===== config.mk =====
export PLATFORM = sky130hd
export DESIGN_NAME = symm_orth_ctrl_flat
export DESIGN_NICKNAME = d
export VERILOG_FILES = /design/src/rtl/symm_orth_ctrl_if.sv /design/src/rtl/symm_orth_ctrl.sv /design/src/flat_wrapper.sv
export SDC_FILE = /design/constraint.sdc
export NUM_CORES = 1
export LEC_CHECK = 0
export CAP_MARGIN = 15
export CORE_AREA = 4 4 59 61
export CTS_BUF_LIST = sky130_fd_sc_hd__clkbuf_4 sky130_fd_sc_hd__clkbuf_8
export DETAILED_ROUTE_END_ITERATION = 6
export DIE_AREA = 0 0 63 65
export GPL_TIMING_DRIVEN = 0
export PLACE_DENSITY_LB_ADDON = 0.3
export SYNTH_ARGS = -nofsm -noshare
export SYNTH_HDL_FRONTEND = slang
export SYNTH_SLANG_ARGS = --single-unit
export TNS_END_PERCENT = 20

===== constraint.sdc =====
create_clock -name clk_ctrl -period 2.7 [get_ports clk_ctrl]
set_input_delay 0.405 -clock clk_ctrl [delete_from_list [all_inputs] [get_ports clk_ctrl]]
set_output_delay 0.405 -clock clk_ctrl [all_outputs]
set_load 0.01 [all_outputs]

===== src/rtl/symm_orth_ctrl_if.sv =====
// Strobe/handshake bundle between the FastICA orthogonalization sequencer and its environment.
// Valid/ready usage: mm_start is a one-cycle launch; mm_done is a one-cycle completion pulse, accepted only after the launch cycle.
interface symm_orth_ctrl_if #(
  parameter int ITER_W = 4
);
  logic              start;
  logic              abort;
  logic [ITER_W-1:0] num_iter;
  logic              mm_done;
  logic              mm_start;
  logic              mm_sel;
  logic              en_mul2;
  logic              en_sub;
  logic              w_load;
  logic              busy;
  logic              done;
  logic              err;
  logic [ITER_W-1:0] iter_cnt;
  logic [2:0]        dbg_state;

  modport master (
    output start, abort, num_iter, mm_done,
    input  mm_start, mm_sel, en_mul2, en_sub, w_load, busy, done, err, iter_cnt, dbg_state
  );

  modport slave (
    input  start, abort, num_iter, mm_done,
    output mm_start, mm_sel, en_mul2, en_sub, w_load, busy, done, err, iter_cnt, dbg_state
  );
endinterface


===== src/rtl/symm_orth_ctrl.sv =====
// Sequencer for W <- 1.5*W - 0.5*W*(W^T*W), iterated num_iter times, with a per-multiply watchdog.
// Issues strobes only; every output is registered and derived from the next state.
module symm_orth_ctrl #(
  parameter int ITER_W  = 4,
  parameter int TO_W    = 8,
  parameter int TIMEOUT = 200
) (
  input  logic           clk_ctrl,
  input  logic           rstn_ctrl,
  symm_orth_ctrl_if.slave bus
);

  typedef enum logic [2:0] {
    IDLE = 3'd0,
    MM1  = 3'd1,
    MM2  = 3'd2,
    SUB  = 3'd3,
    WB   = 3'd4,
    FIN  = 3'd5,
    ERR  = 3'd6
  } state_t;

  localparam logic [TO_W-1:0] LP_TIMEOUT = TO_W'(TIMEOUT);

  state_t            r_state;
  logic [TO_W-1:0]   r_wd;
  logic [ITER_W-1:0] r_iter;
  logic [ITER_W-1:0] r_num;
  logic              r_mm_start;
  logic              r_mm_sel;
  logic              r_en_mul2;
  logic              r_en_sub;
  logic              r_w_load;
  logic              r_busy;
  logic              r_done;
  logic              r_err;

  state_t            w_nxt;
  logic [TO_W-1:0]   w_wd_nxt;
  logic [ITER_W-1:0] w_iter_nxt;
  logic [ITER_W-1:0] w_num_nxt;
  logic [ITER_W-1:0] w_iter_inc;
  logic              w_done_ok;
  logic              w_accept;

  // A completion pulse coinciding with the launch cycle belongs to no multiply of ours.
  assign w_done_ok  = bus.mm_done & ~r_mm_start;
  assign w_iter_inc = r_iter + ITER_W'(1);
  assign w_accept   = bus.start & ((r_state == IDLE) | (r_state == ERR));

  always_comb begin
    w_nxt      = r_state;
    w_wd_nxt   = r_wd;
    w_iter_nxt = r_iter;
    w_num_nxt  = r_num;
    if (bus.abort) begin
      w_nxt = IDLE;
    end else begin
      case (r_state)
        IDLE, ERR: begin
          if (w_accept) begin
            w_iter_nxt = '0;
            if (bus.num_iter == '0) begin
              w_nxt = FIN;
            end else begin
              w_nxt     = MM1;
              w_num_nxt = bus.num_iter;
              w_wd_nxt  = '0;
            end
          end
        end
        MM1: begin
          if (w_done_ok) begin
            w_nxt    = MM2;
            w_wd_nxt = '0;
          end else if (r_wd == LP_TIMEOUT) begin
            w_nxt = ERR;
          end else begin
            w_wd_nxt = r_wd + TO_W'(1);
          end
        end
        MM2: begin
          if (w_done_ok) begin
            w_nxt = SUB;
          end else if (r_wd == LP_TIMEOUT) begin
            w_nxt = ERR;
          end else begin
            w_wd_nxt = r_wd + TO_W'(1);
          end
        end
        SUB: w_nxt = WB;
        WB: begin
          w_iter_nxt = w_iter_inc;
          if (w_iter_inc == r_num) begin
            w_nxt = FIN;
          end else begin
            w_nxt    = MM1;
            w_wd_nxt = '0;
          end
        end
        FIN:     w_nxt = IDLE;
        default: w_nxt = IDLE;
      endcase
    end
  end

  always_ff @(posedge clk_ctrl or negedge rstn_ctrl) begin
    if (!rstn_ctrl) begin
      r_state    <= IDLE;
      r_wd       <= '0;
      r_iter     <= '0;
      r_num      <= '0;
      r_mm_start <= 1'b0;
      r_mm_sel   <= 1'b0;
      r_en_mul2  <= 1'b0;
      r_en_sub   <= 1'b0;
      r_w_load   <= 1'b0;
      r_busy     <= 1'b0;
      r_done     <= 1'b0;
      r_err      <= 1'b0;
    end else begin
      r_state    <= w_nxt;
      r_wd       <= w_wd_nxt;
      r_iter     <= w_iter_nxt;
      r_num      <= w_num_nxt;
      // Launch strobes fire only on entry; the scaler runs alongside the second multiply.
      r_mm_start <= ((w_nxt == MM1) & (r_state != MM1)) | ((w_nxt == MM2) & (r_state != MM2));
      r_mm_sel   <= (w_nxt == MM2);
      r_en_mul2  <= (w_nxt == MM2) & (r_state != MM2);
      r_en_sub   <= (w_nxt == SUB);
      r_w_load   <= (w_nxt == WB);
      r_busy     <= (w_nxt == MM1) | (w_nxt == MM2) | (w_nxt == SUB) | (w_nxt == WB);
      r_done     <= (w_nxt == FIN);
      r_err      <= (w_nxt == ERR);
    end
  end

  assign bus.mm_start  = r_mm_start;
  assign bus.mm_sel    = r_mm_sel;
  assign bus.en_mul2   = r_en_mul2;
  assign bus.en_sub    = r_en_sub;
  assign bus.w_load    = r_w_load;
  assign bus.busy      = r_busy;
  assign bus.done      = r_done;
  assign bus.err       = r_err;
  assign bus.iter_cnt  = r_iter;
  assign bus.dbg_state = r_state;

endmodule


===== src/flat_wrapper.sv =====
// flat-port wrapper written by rule: the top's interface ports become plain ports
module symm_orth_ctrl_flat 
#(
  parameter int ITER_W  = 4,
  parameter int TO_W    = 8,
  parameter int TIMEOUT = 200
)
  (clk_ctrl, rstn_ctrl, bus_start, bus_abort, bus_num_iter, bus_mm_done, bus_mm_start, bus_mm_sel, bus_en_mul2, bus_en_sub, bus_w_load, bus_busy, bus_done, bus_err, bus_iter_cnt, bus_dbg_state);
  symm_orth_ctrl_if #(.ITER_W(ITER_W)) bus_i ();
  input  logic clk_ctrl;
  input  logic rstn_ctrl;
  input wire logic [$bits(bus_i.start)-1:0] bus_start;
  input wire logic [$bits(bus_i.abort)-1:0] bus_abort;
  input wire logic [$bits(bus_i.num_iter)-1:0] bus_num_iter;
  input wire logic [$bits(bus_i.mm_done)-1:0] bus_mm_done;
  output wire logic [$bits(bus_i.mm_start)-1:0] bus_mm_start;
  output wire logic [$bits(bus_i.mm_sel)-1:0] bus_mm_sel;
  output wire logic [$bits(bus_i.en_mul2)-1:0] bus_en_mul2;
  output wire logic [$bits(bus_i.en_sub)-1:0] bus_en_sub;
  output wire logic [$bits(bus_i.w_load)-1:0] bus_w_load;
  output wire logic [$bits(bus_i.busy)-1:0] bus_busy;
  output wire logic [$bits(bus_i.done)-1:0] bus_done;
  output wire logic [$bits(bus_i.err)-1:0] bus_err;
  output wire logic [$bits(bus_i.iter_cnt)-1:0] bus_iter_cnt;
  output wire logic [$bits(bus_i.dbg_state)-1:0] bus_dbg_state;
  assign bus_i.start = bus_start;
  assign bus_i.abort = bus_abort;
  assign bus_i.num_iter = bus_num_iter;
  assign bus_i.mm_done = bus_mm_done;
  assign bus_mm_start = bus_i.mm_start;
  assign bus_mm_sel = bus_i.mm_sel;
  assign bus_en_mul2 = bus_i.en_mul2;
  assign bus_en_sub = bus_i.en_sub;
  assign bus_w_load = bus_i.w_load;
  assign bus_busy = bus_i.busy;
  assign bus_done = bus_i.done;
  assign bus_err = bus_i.err;
  assign bus_iter_cnt = bus_i.iter_cnt;
  assign bus_dbg_state = bus_i.dbg_state;
  symm_orth_ctrl #(.ITER_W(ITER_W), .TO_W(TO_W), .TIMEOUT(TIMEOUT)) u_core (.clk_ctrl(clk_ctrl), .rstn_ctrl(rstn_ctrl), .bus(bus_i));
endmodule

==> run summary <==
status -> finished clean
top_reg_cell synth -> dfrtp_1
Syn Inst Count -> 153
share of power burned in combinational logic -> 29.9%
Pwr Density -> 515 nW/um^2
cells along the critical path -> ha_1 -> xor2_1 -> nor3_1 -> o2111ai_1 -> and3_1 -> buf_2 -> o211a_1
switching power -> 0.323 mW
GRT Total Usage -> 18.2%
Hold Path Class -> in -> async
Final Hold Fails -> 0
CTS Root Cell -> clkbuf_4
clk sinks -> 27
FF+latch count, synth -> 27
Seq/Total Area, Yosys -> 42.9%
Syn Nets -> 165
vias per cell -> 6.02
worst r2r src -> u_core.bus.iter_cnt[0]
GR Overflow Total -> 0
WL final -> 3.33 mm
synth top area cells -> dfrtp_1, a21oi_1, nor3_1
Setup TNS -> 0 ns
sw frac -> 32.9%
area grow syn2layout -> 21.0%
drt first pass iters -> 4
Clock Skew -> 0.0201 ns
Rows -> 20
Peak VDD IR -> 0.358 mV
synthesized area -> 1580 um^2
fmax -> 464 MHz
final period utilization -> 79.8%
Initial Utilization -> 52.9%
worst skew pair latency -> 0.36 ns
post-DP HPWL -> 2.47 mm
DP Cell Count -> 209
die width -> 63 um
CTS max path bufs -> 2
fin. max-slew vios -> 0
Placed Area -> 1850 um^2
# diodes -> 0
H-tree depth -> 1
initial antenna violation count -> 0
Vias -> 1288
Worst-Margin Slew -> 0.616 ns
Post-synth EDFFs -> 0
Residual DRC -> 0
TritonCTS Buffers -> 3
Slew headroom -> 58.8%
IO Count -> 24
CTS resizes -> 0
CP Class -> reg -> reg
DRT iter0 DRCs -> 61
DIE HEIGHT -> 65 um
first-pass GRT wire length -> 5.98 mm
Worst Setup SP -> u_core.bus.iter_cnt[0]
share of flip-flops with an asynchronous set or reset -> 100%
Leakage -> 0.847 nW
Worst-path clk slew -> 0.17 ns
ANT nets after route -> 0
fin cells -> 214
RSZ-0062 raised after global routing -> false
final setup fails -> 0
drt wl/cell -> 15.5 um
core box area -> 2980 um^2
hold-fix buffer count after cts -> 0
Data arrival, critical path -> 2.42 ns
Power Internal -> 0.658 mW
portion of total power attributed to sequential cells -> 49.9%
top cell type's share of synthesized area -> 42.9%
Cell variety after synth -> 47
Worst path slowest cell -> dfrtp_1
cell taking the most area after synthesis -> dfrtp_1
Die ar. -> 4100 um^2
warnings from Yosys -> 0
fin area -> 1910 um^2
Worst path max stage delay -> 0.48 ns
pin count of the biggest net entering global routing -> 28
layout cells sized above 1 -> 12.7%
Layout fillers -> 237
max_cap viols -> 0
Worst setup EP type -> flop
port buffer count -> 23
synthesized area per cell -> 10.3 um^2
Min Clock Period, post-route -> 2.15 ns
Critical Path Source Type -> flop
vias in the first global route -> 1291
fin nets -> 194
global placer's final weighted congestion -> 0.847
postcts setup bufs -> 0
top cells by count, synth -> dfrtp_1, a21oi_1, nor2_1, nor3_1
Worst EP required -> 2.97 ns
Worst Path Max Fanout -> 10
CTS tree -> yes
top-count cell post-synth -> dfrtp_1
Clk network pwr share -> 20.2%
[state kept, by name (all words and copies together), names as in the netlist]
signal,count
u_core.r_wd,8
u_core.bus.iter_cnt,4
u_core.r_num,4
u_core.bus.dbg_state,3
u_core.bus.busy,1
u_core.bus.done,1
u_core.bus.en_mul2,1
u_core.bus.en_sub,1
u_core.bus.err,1
u_core.bus.mm_sel,1
u_core.bus.mm_start,1
u_core.bus.w_load,1
[stage by stage]
step                utilization, %  setup WS, ns  hold WS (ns)  total power [mW]
finish                        64.0         0.546         0.404             0.981
global route                  64.0         0.418         0.439              1.05
CTS                           63.1         0.551         0.570             0.982
detailed placement            62.0         0.354         0.531             0.785
global placement              62.0         0.379         0.528             0.773
floorplan                        -         0.730         0.109             0.680
[cells by family after synthesis]
| family | count (synthesis) | synth area share [%] |
|---|---|---|
| and+or+nand+nor | 61 | 22.3 |
| AOI/OAI and AO/OA | 41 | 21.1 |
| DFF | 27 | 42.9 |
| buffers and inverters | 10 | 3.42 |
| muxes | 6 | 4.13 |
| xor gates and xnor gates | 5 | 3.73 |
| adders and majority gates | 3 | 2.38 |
[metal layers]
layer / vias up / share of wire (%) / GRT usage (%)
li1: 632 / - / -
met2: 28 / 47 / 31.8
met1: 623 / 47 / 22.7
met3: 5 / 4.5 / 3.99
met5: - / 0 / 0
met4: 0 / 1.3 / 4.96
[layout make-up]
type | instances | area [um^2] | share of cell area, %
Timing Repair Buffer | 24 | 258 | 13.5
Tap cell | 33 | 41.3 | 2.17
Buffer | 7 | 42.5 | 2.23
Multi-Input combinational cell | 116 | 846 | 44.4
Clock inverter | 1 | 8.76 | 0.460
Clock buffer | 3 | 22.5 | 1.18
Sequential cell | 27 | 676 | 35.5
Inverter | 3 | 11.3 | 0.591
[placed cells by master (no fill, tap or decap), drive strengths merged, types with 7 or more instances in the layout]
master,instances
a21oi,13
buf,7
dfrtp,27
nor2,10
nand2,7
clkdlybuf4s50,23
nor2b,7
nor3,10
[power groups by stage]
stage | Combinational, mW | Clock, mW | Sequential (mW)
6_report | 0.293 | 0.198 | 0.490
3_5_place_dp | 0.287 | 0 | 0.498
2_1_floorplan | 0.183 | 0 | 0.496
3_3_place_gp | 0.277 | 0 | 0.496
5_1_grt | 0.332 | 0.225 | 0.497
4_1_cts | 0.288 | 0.204 | 0.490
[path summary, 6_finish.rpt]
| path | endpoint | slack [ns] | depth (start not counted) |
|---|---|---|---|
| max | u_core.bus.busy | 0.55 | 7 |
| min | u_core.bus.iter_cnt[3] | 0.40 | 1 |
| max reg2reg | u_core.bus.busy | 0.55 | 7 |
| min reg2reg | u_core.r_num[3] | 0.56 | 1 |
| max in group asynchronous | u_core.r_wd[2] | 1.78 | 2 |
| min in group clk_ctrl | u_core.r_num[3] | 0.56 | 1 |
[worst max-delay path: cells and delay by family, from the launching register on]
kind / cells / cell delay, ns
xor+xnor: 1 / 0.16
flops: 1 / 0.48
simple gates: 2 / 0.43
buf+inv: 1 / 0.17
fa+ha+maj: 1 / 0.35
compound gates: 2 / 0.48
Power figures use the tool's default switching activity.
